`src/rtl/weight_fetch_pp.sv`:
```
// KxK conv-kernel + batch-norm parameter fetcher: an AXI4 read master that streams weight sets
// into a 2-entry ping-pong buffer so the conv engine sees back-to-back sets.
module weight_fetch_pp #(
    parameter int K  = 3,
    parameter int DW = 32,
    parameter int AW = 32,
    parameter int NW = 16
) (
    input  logic              aclk,
    input  logic              aresetn,
    input  logic              start,
    input  logic [AW-1:0]     base_w,
    input  logic [AW-1:0]     base_bn,
    input  logic [NW-1:0]     num,
    input  logic              bn_en,
    output logic [AW-1:0]     araddr,
    output logic [7:0]        arlen,
    output logic              arvalid,
    input  logic              arready,
    input  logic [DW-1:0]     rdata,
    input  logic [1:0]        rresp,
    input  logic              rlast,
    input  logic              rvalid,
    output logic              rready,
    output logic [K*K*DW-1:0] w_data,
    output logic [DW-1:0]     bn0,
    output logic [DW-1:0]     bn1,
    output logic              ready,
    input  logic              next,
    output logic              busy,
    output logic              done,
    output logic              err
);

    localparam int KK  = K * K;
    localparam int BB  = DW / 8;
    localparam int BSH = $clog2(BB);
    localparam int WIW = (KK > 1) ? $clog2(KK) : 1;
    localparam logic [WIW-1:0] LAST_W = WIW'(KK - 1);
    localparam logic [WIW-1:0] ONE_W  = 1;
    localparam logic [NW-1:0]  ONE_N  = 1;
    localparam logic [AW-1:0]  STEP   = AW'(BB);

    typedef enum logic [2:0] {
        S_IDLE, S_AR_W, S_R_W, S_AR_BN, S_R_BN, S_FILL, S_WAIT
    } state_t;

    state_t state, state_n;

    logic [AW-1:0]  w_ptr;
    logic [AW-1:0]  bn_ptr;
    logic [NW-1:0]  num_q;
    logic [NW-1:0]  fetch_cnt;
    logic [NW-1:0]  cons_cnt;
    logic [WIW-1:0] word_idx;
    logic [7:0]     beat_cnt;
    logic [7:0]     burst_len;
    logic           set_bn;
    logic           busy_q;
    logic           done_q;
    logic           err_q;

    logic [1:0][KK-1:0][DW-1:0] buf_w;
    logic [1:0][DW-1:0]         buf_bn0;
    logic [1:0][DW-1:0]         buf_bn1;
    logic [1:0]                 full;
    logic                       fill_ptr;
    logic                       rd_ptr;
    logic                       armed;
    logic                       gap;

    logic        start_ok;
    logic        ar_fire;
    logic        r_fire;
    logic        last_beat;
    logic        consume;
    logic        set_begin;
    logic [12:0] to4k_beats;
    logic [12:0] rem_beats;
    logic [12:0] min_beats;
    logic [7:0]  w_len;

    assign start_ok  = start && !busy_q && (state == S_IDLE);
    assign ar_fire   = arvalid && arready;
    assign r_fire    = rvalid && rready;
    assign last_beat = (beat_cnt == burst_len);
    assign consume   = ready && next && armed;
    // A new set begins on any entry into AR_W that is not a split-burst continuation.
    assign set_begin = (state_n == S_AR_W) && (state != S_AR_W) && (state != S_R_W);

    // Weight bursts are clipped so they never cross a 4KB page.
    assign to4k_beats = (13'h1000 - {1'b0, w_ptr[11:0]}) >> BSH;
    assign rem_beats  = 13'(KK) - 13'(word_idx);
    assign min_beats  = (rem_beats < to4k_beats) ? rem_beats : to4k_beats;
    assign w_len      = 8'(min_beats - 13'd1);

    always_ff @(posedge aclk) begin
        if (!aresetn) state <= S_IDLE;
        else          state <= state_n;
    end

    always_comb begin
        state_n = state;
        case (state)
            S_IDLE:  if (start_ok && (num != '0)) state_n = S_AR_W;
            S_AR_W:  if (arready) state_n = S_R_W;
            S_R_W: begin
                if (r_fire && last_beat) begin
                    if (word_idx != LAST_W) state_n = S_AR_W;
                    else if (set_bn)        state_n = S_AR_BN;
                    else                    state_n = S_FILL;
                end
            end
            S_AR_BN: if (arready) state_n = S_R_BN;
            S_R_BN:  if (r_fire && last_beat) state_n = S_FILL;
            S_FILL: begin
                if (fetch_cnt + ONE_N == num_q) state_n = S_IDLE;
                else if (full[!fill_ptr])       state_n = S_WAIT;
                else                            state_n = S_AR_W;
            end
            S_WAIT:  if (!full[fill_ptr]) state_n = S_AR_W;
            default: state_n = S_IDLE;
        endcase
    end

    // AXI handshakes are gated by reset so they drop in the very cycle reset is sampled.
    always_comb begin
        arvalid = 1'b0;
        araddr  = '0;
        arlen   = '0;
        rready  = 1'b0;
        case (state)
            S_AR_W: begin
                arvalid = aresetn;
                araddr  = w_ptr;
                arlen   = w_len;
            end
            S_AR_BN: begin
                arvalid = aresetn;
                araddr  = bn_ptr;
                arlen   = 8'd1;
            end
            S_R_W, S_R_BN: rready = aresetn;
            default: ;
        endcase
    end

    always_ff @(posedge aclk) begin
        if (!aresetn) begin
            w_ptr     <= '0;
            bn_ptr    <= '0;
            num_q     <= '0;
            fetch_cnt <= '0;
            cons_cnt  <= '0;
            word_idx  <= '0;
            beat_cnt  <= '0;
            burst_len <= '0;
            set_bn    <= 1'b0;
            busy_q    <= 1'b0;
            done_q    <= 1'b0;
            err_q     <= 1'b0;
            full      <= '0;
            fill_ptr  <= 1'b0;
            rd_ptr    <= 1'b0;
            armed     <= 1'b0;
            gap       <= 1'b0;
        end else begin
            done_q <= 1'b0;
            gap    <= consume;
            if (!next) armed <= 1'b1;

            if (start_ok) begin
                num_q     <= num;
                fetch_cnt <= '0;
                cons_cnt  <= '0;
                word_idx  <= '0;
                w_ptr     <= base_w;
                bn_ptr    <= base_bn;
                err_q     <= 1'b0;
                full      <= '0;
                fill_ptr  <= 1'b0;
                rd_ptr    <= 1'b0;
                if (num == '0) done_q <= 1'b1;
                else           busy_q <= 1'b1;
            end

            if (set_begin) set_bn <= bn_en;

            if (ar_fire) begin
                burst_len <= arlen;
                beat_cnt  <= '0;
            end

            if (r_fire) begin
                beat_cnt <= beat_cnt + 8'd1;
                if ((rresp != 2'b00) || (rlast != last_beat)) err_q <= 1'b1;
                if (state == S_R_W) begin
                    w_ptr    <= w_ptr + STEP;
                    word_idx <= word_idx + ONE_W;
                end else begin
                    bn_ptr <= bn_ptr + STEP;
                end
            end

            if (state == S_FILL) begin
                full[fill_ptr] <= 1'b1;
                fill_ptr       <= !fill_ptr;
                fetch_cnt      <= fetch_cnt + ONE_N;
                word_idx       <= '0;
            end

            // FILL only ever targets the empty buffer, so it never collides with this clear.
            if (consume) begin
                full[rd_ptr] <= 1'b0;
                rd_ptr       <= !rd_ptr;
                armed        <= 1'b0;
                cons_cnt     <= cons_cnt + ONE_N;
                if (cons_cnt + ONE_N == num_q) begin
                    done_q <= 1'b1;
                    busy_q <= 1'b0;
                end
            end
        end
    end

    // Buffer storage carries no reset; outputs are masked by ready instead.
    always_ff @(posedge aclk) begin
        if (r_fire && (state == S_R_W)) buf_w[fill_ptr][word_idx] <= rdata;
        if (r_fire && (state == S_R_BN)) begin
            if (beat_cnt == 8'd0) buf_bn0[fill_ptr] <= rdata;
            else                  buf_bn1[fill_ptr] <= rdata;
        end
        if ((state == S_FILL) && !set_bn) begin
            buf_bn0[fill_ptr] <= '0;
            buf_bn1[fill_ptr] <= '0;
        end
    end

    assign ready  = full[rd_ptr] && !gap;
    assign w_data = ready ? buf_w[rd_ptr]   : '0;
    assign bn0    = ready ? buf_bn0[rd_ptr] : '0;
    assign bn1    = ready ? buf_bn1[rd_ptr] : '0;
    assign busy   = busy_q;
    assign done   = done_q;
    assign err    = err_q;

endmodule

```
`config.mk`:
```
export PLATFORM = sky130hd
export DESIGN_NAME = weight_fetch_pp
export DESIGN_NICKNAME = d
export VERILOG_FILES = /design/src/rtl/weight_fetch_pp.sv
export SDC_FILE = /design/constraint.sdc
export NUM_CORES = 1
export LEC_CHECK = 0
export CORE_MARGIN = 1.5
export CORE_UTILIZATION = 59
export DETAILED_ROUTE_END_ITERATION = 8
export GPL_TIMING_DRIVEN = 0
export PLACE_DENSITY = 0.95
export SLEW_MARGIN = 20
export SYNTH_ARGS = -nofsm -noshare
export SYNTH_HDL_FRONTEND = slang
export SYNTH_SLANG_ARGS = --single-unit
```
`constraint.sdc`:
```
create_clock -name aclk -period 7 [get_ports aclk]
set_input_delay 0.7 -clock aclk [delete_from_list [all_inputs] [get_ports aclk]]
set_output_delay 0.7 -clock aclk [all_outputs]
set_load 0.02 [all_outputs]
```
Yosys cells after proc, flatten, opt, wreduce, memory -nomap -nowiden
Index checks and enable logic that the tools add are counted.
W data, S select, Z words.
{"block": "totals", "register_bits": 849, "elab_cells": 196, "out_inout_bits": 398, "inputBits": 122}
{"block": "classes", "order_cmp": 8, "eq_ne": 14, "n_reduce_logical": 35, "bitwise": 7, "n_mux": 83, "addsub": 9}
{"op": "$mux W288", "n": 4}
{"op": "$bwmux W576", "n": 1}
{"op": "$mux W32", "n": 14}
{"op": "$mux W64", "n": 6}
{"op": "$demux W288 S1", "n": 1}
{"op": "$and A64 B64 Y64", "n": 2}
{"op": "$bwmux W64", "n": 2}
{"op": "$demux W32 S4", "n": 1}
{"op": "$add A32 B3 Y32 const B", "n": 2}
{"op": "$not A64 Y64", "n": 1}
{"op": "$pmux W32 S2", "n": 1}
{"op": "$mux W16", "n": 3}
{"op": "$add A16 B1 Y16 const B", "n": 2}
{"op": "$demux W32 S1", "n": 1}
{"op": "$eq A16 B16 Y1", "n": 2}
{"op": "$mux W3", "n": 10}
{"op": "$mux W1", "n": 24}
{"op": "$mux W8", "n": 3}
{"op": "$pmux W3 S7", "n": 1}
{"op": "$logic_and A1 B1 Y1", "n": 17}
{"op": "$logic_not A16 Y1", "n": 1}
{"op": "$pmux W8 S2", "n": 1}
{"op": "$reduce_bool A16 Y1", "n": 1}
{"op": "$lt A13 B11 Y1", "n": 1}
{"op": "30 further kinds", "n": 54}

Depth between registers and ports, before layout
{"block": "depth", "depth_word": 10, "ltp_mapped": 20}

Worst setup path before layout
Ideal clock, no wire load.
{"block": "synth_timing", "path_kind": "reg-to-output", "start": "register w_ptr[1]", "end": "output arlen[6]", "stages_incl_launch_ff": 20, "path_buffers": 1, "slack_ns": 2.257, "t_required_ns": 6.300, "arrival_time_ns": 4.043, "path_cell_list": "dfxtp_1 nor3_1 nand2_1 or3_2 xor2_1 inv_1 ha_1 o21ai_0 nor2_1 o2111ai_1 a22oi_2 a221o_2 buf_6 mux2_2 ha_1 nand3b_1 nor3_1 xor2_1 mux2i_1 nor2_1"}
{"block": "synth_between", "elab_chain_len": 5}
{"item": "start: declaration", "line_no": "50", "rtl": "logic [AW-1:0] w_ptr;"}
{"item": "start signal: assignment", "line_no": "177", "rtl": "w_ptr <= base_w;"}
{"item": "start signal: assignment", "line_no": "198", "rtl": "w_ptr <= w_ptr + STEP;"}
{"item": "$sub A13 B12 Y13 (*)", "line_no": "92", "rtl": "assign to4k_beats = (13'h1000 - {1'b0, w_ptr[11:0]}) >> BSH;"}
{"item": "$lt A13 B11 Y1", "line_no": "94", "rtl": "assign min_beats = (rem_beats < to4k_beats) ? rem_beats : to4k_beats;"}
{"item": "$mux W8 (*)", "line_no": "94"}
{"item": "$sub A8 B1 Y8 (*)", "line_no": "95", "rtl": "assign w_len = 8'(min_beats - 13'd1);"}
{"item": "$pmux W8 S2 (*)", "line_no": "132", "rtl": "case (state)"}
{"item": "end: declaration", "line_no": "17", "rtl": "output logic [7:0] arlen,"}
Mark *: on every way between the ends. The rest lies on a longest branch, timed or not.

Worst setup path after layout
{"block": "layout_timing", "start": "register w_ptr[0]", "end": "output arlen[6]"}
The elaborated chain is that of the path after synthesis.

==> run summary <==
Outcome = completed
Switching part of the total = 0.242
Cell Pwr Density = 229 mW/mm^2
PostCTS Resize Cnt = 0
Gate Count Post-Synth = 2966
Initial core utilization = 0.598
Worst hold path type = reg2reg
Synth cell types = 75
Met3 Wirelength = 18200 um
Nature of the critical path startpoint = flop
Layout cell share with drive strength beyond 1 = 0.0652
Leading area contributor after synthesis = edfxtp_1
Avg Inst Size Synth = 12.5 sq um
Core Util, Final = 0.750
Internal power = 8060 uW
ANT nets after route = 0
Post-placement setup slack = 1.08 ns
Final GP Congestion = 0.988
Synth warn = 0
Clock transition at path regs = 0.06 ns
Port-buffer cells = 519
Max Freq = 149 MHz
Total chip power = 10600 uW
Drt wl/cell = 29.7 um
Combinational Power Share = 0.062
Global route overflow = 0
Clock Skew = 0.0255 ns
Asr flop ratio synth = 0
WS Path Type = reg2out
Count leader, synth = edfxtp_1
Ports = 520
Drt initial violations = 4049
Die width = 254 um
Cell Area, Synth = 0.0370 sq mm
# rows = 91
Worst-margin pin slew = 1.33 ns
Largest cells by area after synthesis = edfxtp_1 57%, mux2i_1 11%, dfxtp_1 7.9%
Vias per cell = 6.53
Crit path max fanout = 10
Clock Tree Buf Depth = 3
Hold Violations, Final = 0
Num CTS Buffers = 81
Largest net degree at the start of global routing = 29
# DRC = 0
RSZ-0062 raised after global routing = false
Area share of the largest cell type after synthesis = 0.569
H-Tree Depth = 3
# setup viols final = 0
Synth cell count leaders = 702 x edfxtp_1, 536 x nor2_1, 394 x mux2i_1
Register area share after synthesis = 0.648
Reg2reg path depth = 19
NetSw = 2570 uW
Vias in the first global route = 28878
Met2 WL = 61800 um
WP data arrival = 5.99 ns
Root buf cell = clkbuf_16
Period utilization = 0.956
Initial antenna violation count = 7
First-pass GRT wire length = 191000 um
Clk sink count = 849
Die Area = 0.0643 sq mm
Slew Viols, Final = 0
Die Ht = 254 um
Critical Path RT = 6.30 ns
Pre-Repair DR Iteration Count = 6
Synth Net Count = 3107
Core area = 0.0619 sq mm
Yosys reg bits = 849
Max Used Layer = met5
Post-CTS setup buffer count = 0
Hold_buf cts = 0
Setup TNS Final = 0 ns
Maximum VDD drop = 0.165 mV
Clock Power Share = 0.415
Leakage = 0.0148 uW
CTS tree = yes
Top FF cell, synth = edfxtp_1
Total track usage = 0.411
Area delta synth->final = 25.3%
Max cap viols = 0
WL met1 = 43800 um
DRT Wirelength = 134000 um
DR vias = 29381
Min-Delay Path Depth = 2
Number of synthesized flops with an enable pin = 702
Final HPWL DP = 85300 um
Tmin final = 6.69 ns
Nets@finish = 3731
Crit end category = primary output
Flop pwr share = 0.523
Final setup margin = 0.307 ns
Slew headroom = 0.111
Clock latency at the later pin of the worst-skew pair = 0.66 ns
layer usage:
| metal | global-route usage | vias up |
|---|---|---|
| li1 | - | 12215 |
| met1 | 0.481 | 13957 |
| met2 | 0.661 | 2585 |
| met3 | 0.121 | 614 |
| met4 | 0.269 | 10 |
| met5 | 0 | - |
power by group through the flow:
stage               Clock (uW)  Sequential, uW  Combinational, uW
floorplan                    0            5640                325
global placement             0            5670                625
detailed placement           0            5670                634
CTS                       4370            5560                640
global route              4540            5560                690
finish                    4410            5560                661
final timing paths:
kind                  start            to  slack (ns)
setup / recovery   w_ptr[0]      arlen[6]        0.31
hold reg to reg   bn_ptr[0]     bn_ptr[0]        0.45
setup reg to reg   w_ptr[0]  burst_len[6]        2.35
hold / removal    bn_ptr[0]     bn_ptr[0]        0.45
layout make-up:
| class | count | area, sq um |
|---|---|---|
| Sequential cell | 849 | 24000 |
| Fill cell | 3541 | 15500 |
| Multi-Input combinational cell | 1897 | 12300 |
| Timing Repair Buffer | 541 | 5580 |
| Clock buffer | 98 | 2170 |
| Tap cell | 837 | 1050 |
| Buffer | 196 | 817 |
| Clock inverter | 47 | 372 |
| Inverter | 24 | 90.1 |
| Antenna cell | 7 | 17.5 |
critical path, cell delays in order (launching register included):
cell and delay [ns]:
dfxtp_1 0.43, nor3_1 0.43, nand2_1 0.26, or3_2 0.47
xor2_1 0.32, inv_1 0.08, ha_1 0.27, o21ai_0 0.16
nor2_1 0.08, o2111ai_1 0.11, a22oi_2 0.07, a221o_2 0.41
buf_6 0.16, mux2_2 0.22, ha_1 0.19, nand3b_1 0.12
nor3_1 0.25, xor2_1 0.20, mux2i_1 0.14, nor2_1 0.30
clkdlybuf4s50_1 0.67
cells by family after synthesis:
family / Yosys count / share of synthesized area
adder cells (fa/ha/maj): 19 / 0.00642
AO/OA/AOI/OAI: 415 / 0.0786
XOR/XNOR: 78 / 0.0184
AND/OR/NAND/NOR: 986 / 0.116
multiplexers: 399 / 0.108
buffers and inverters: 220 / 0.0245
flip-flops: 849 / 0.648
per-stage QoR:
stage          instance area [sq um]  instances  hold slack [ns]
2_1_floorplan                  37000       2966            0.436
3_3_place_gp                   43300       4322            0.446
3_5_place_dp                   43900       4344            0.449
4_1_cts                        46500       4489            0.457
5_1_grt                        46400       4489            0.484
6_report                       46400       4496            0.453
layout by cell type, fill, tap and decap left out, types with 47 or more instances in the layout:
cell / n
dfxtp_1: 147
mux2i_1: 394
edfxtp_1: 702
o21ai_0: 89
clkdlybuf4s50_1: 491
nor3_1: 62
clkbuf_1: 180
nand2_1: 194
a21oi_1: 86
xor2_1: 47
nand3_1: 50
a22o_1: 128
nor2_1: 518
clkbuf_16: 84
No activity file was read; power rests on OpenSTA's default activity.
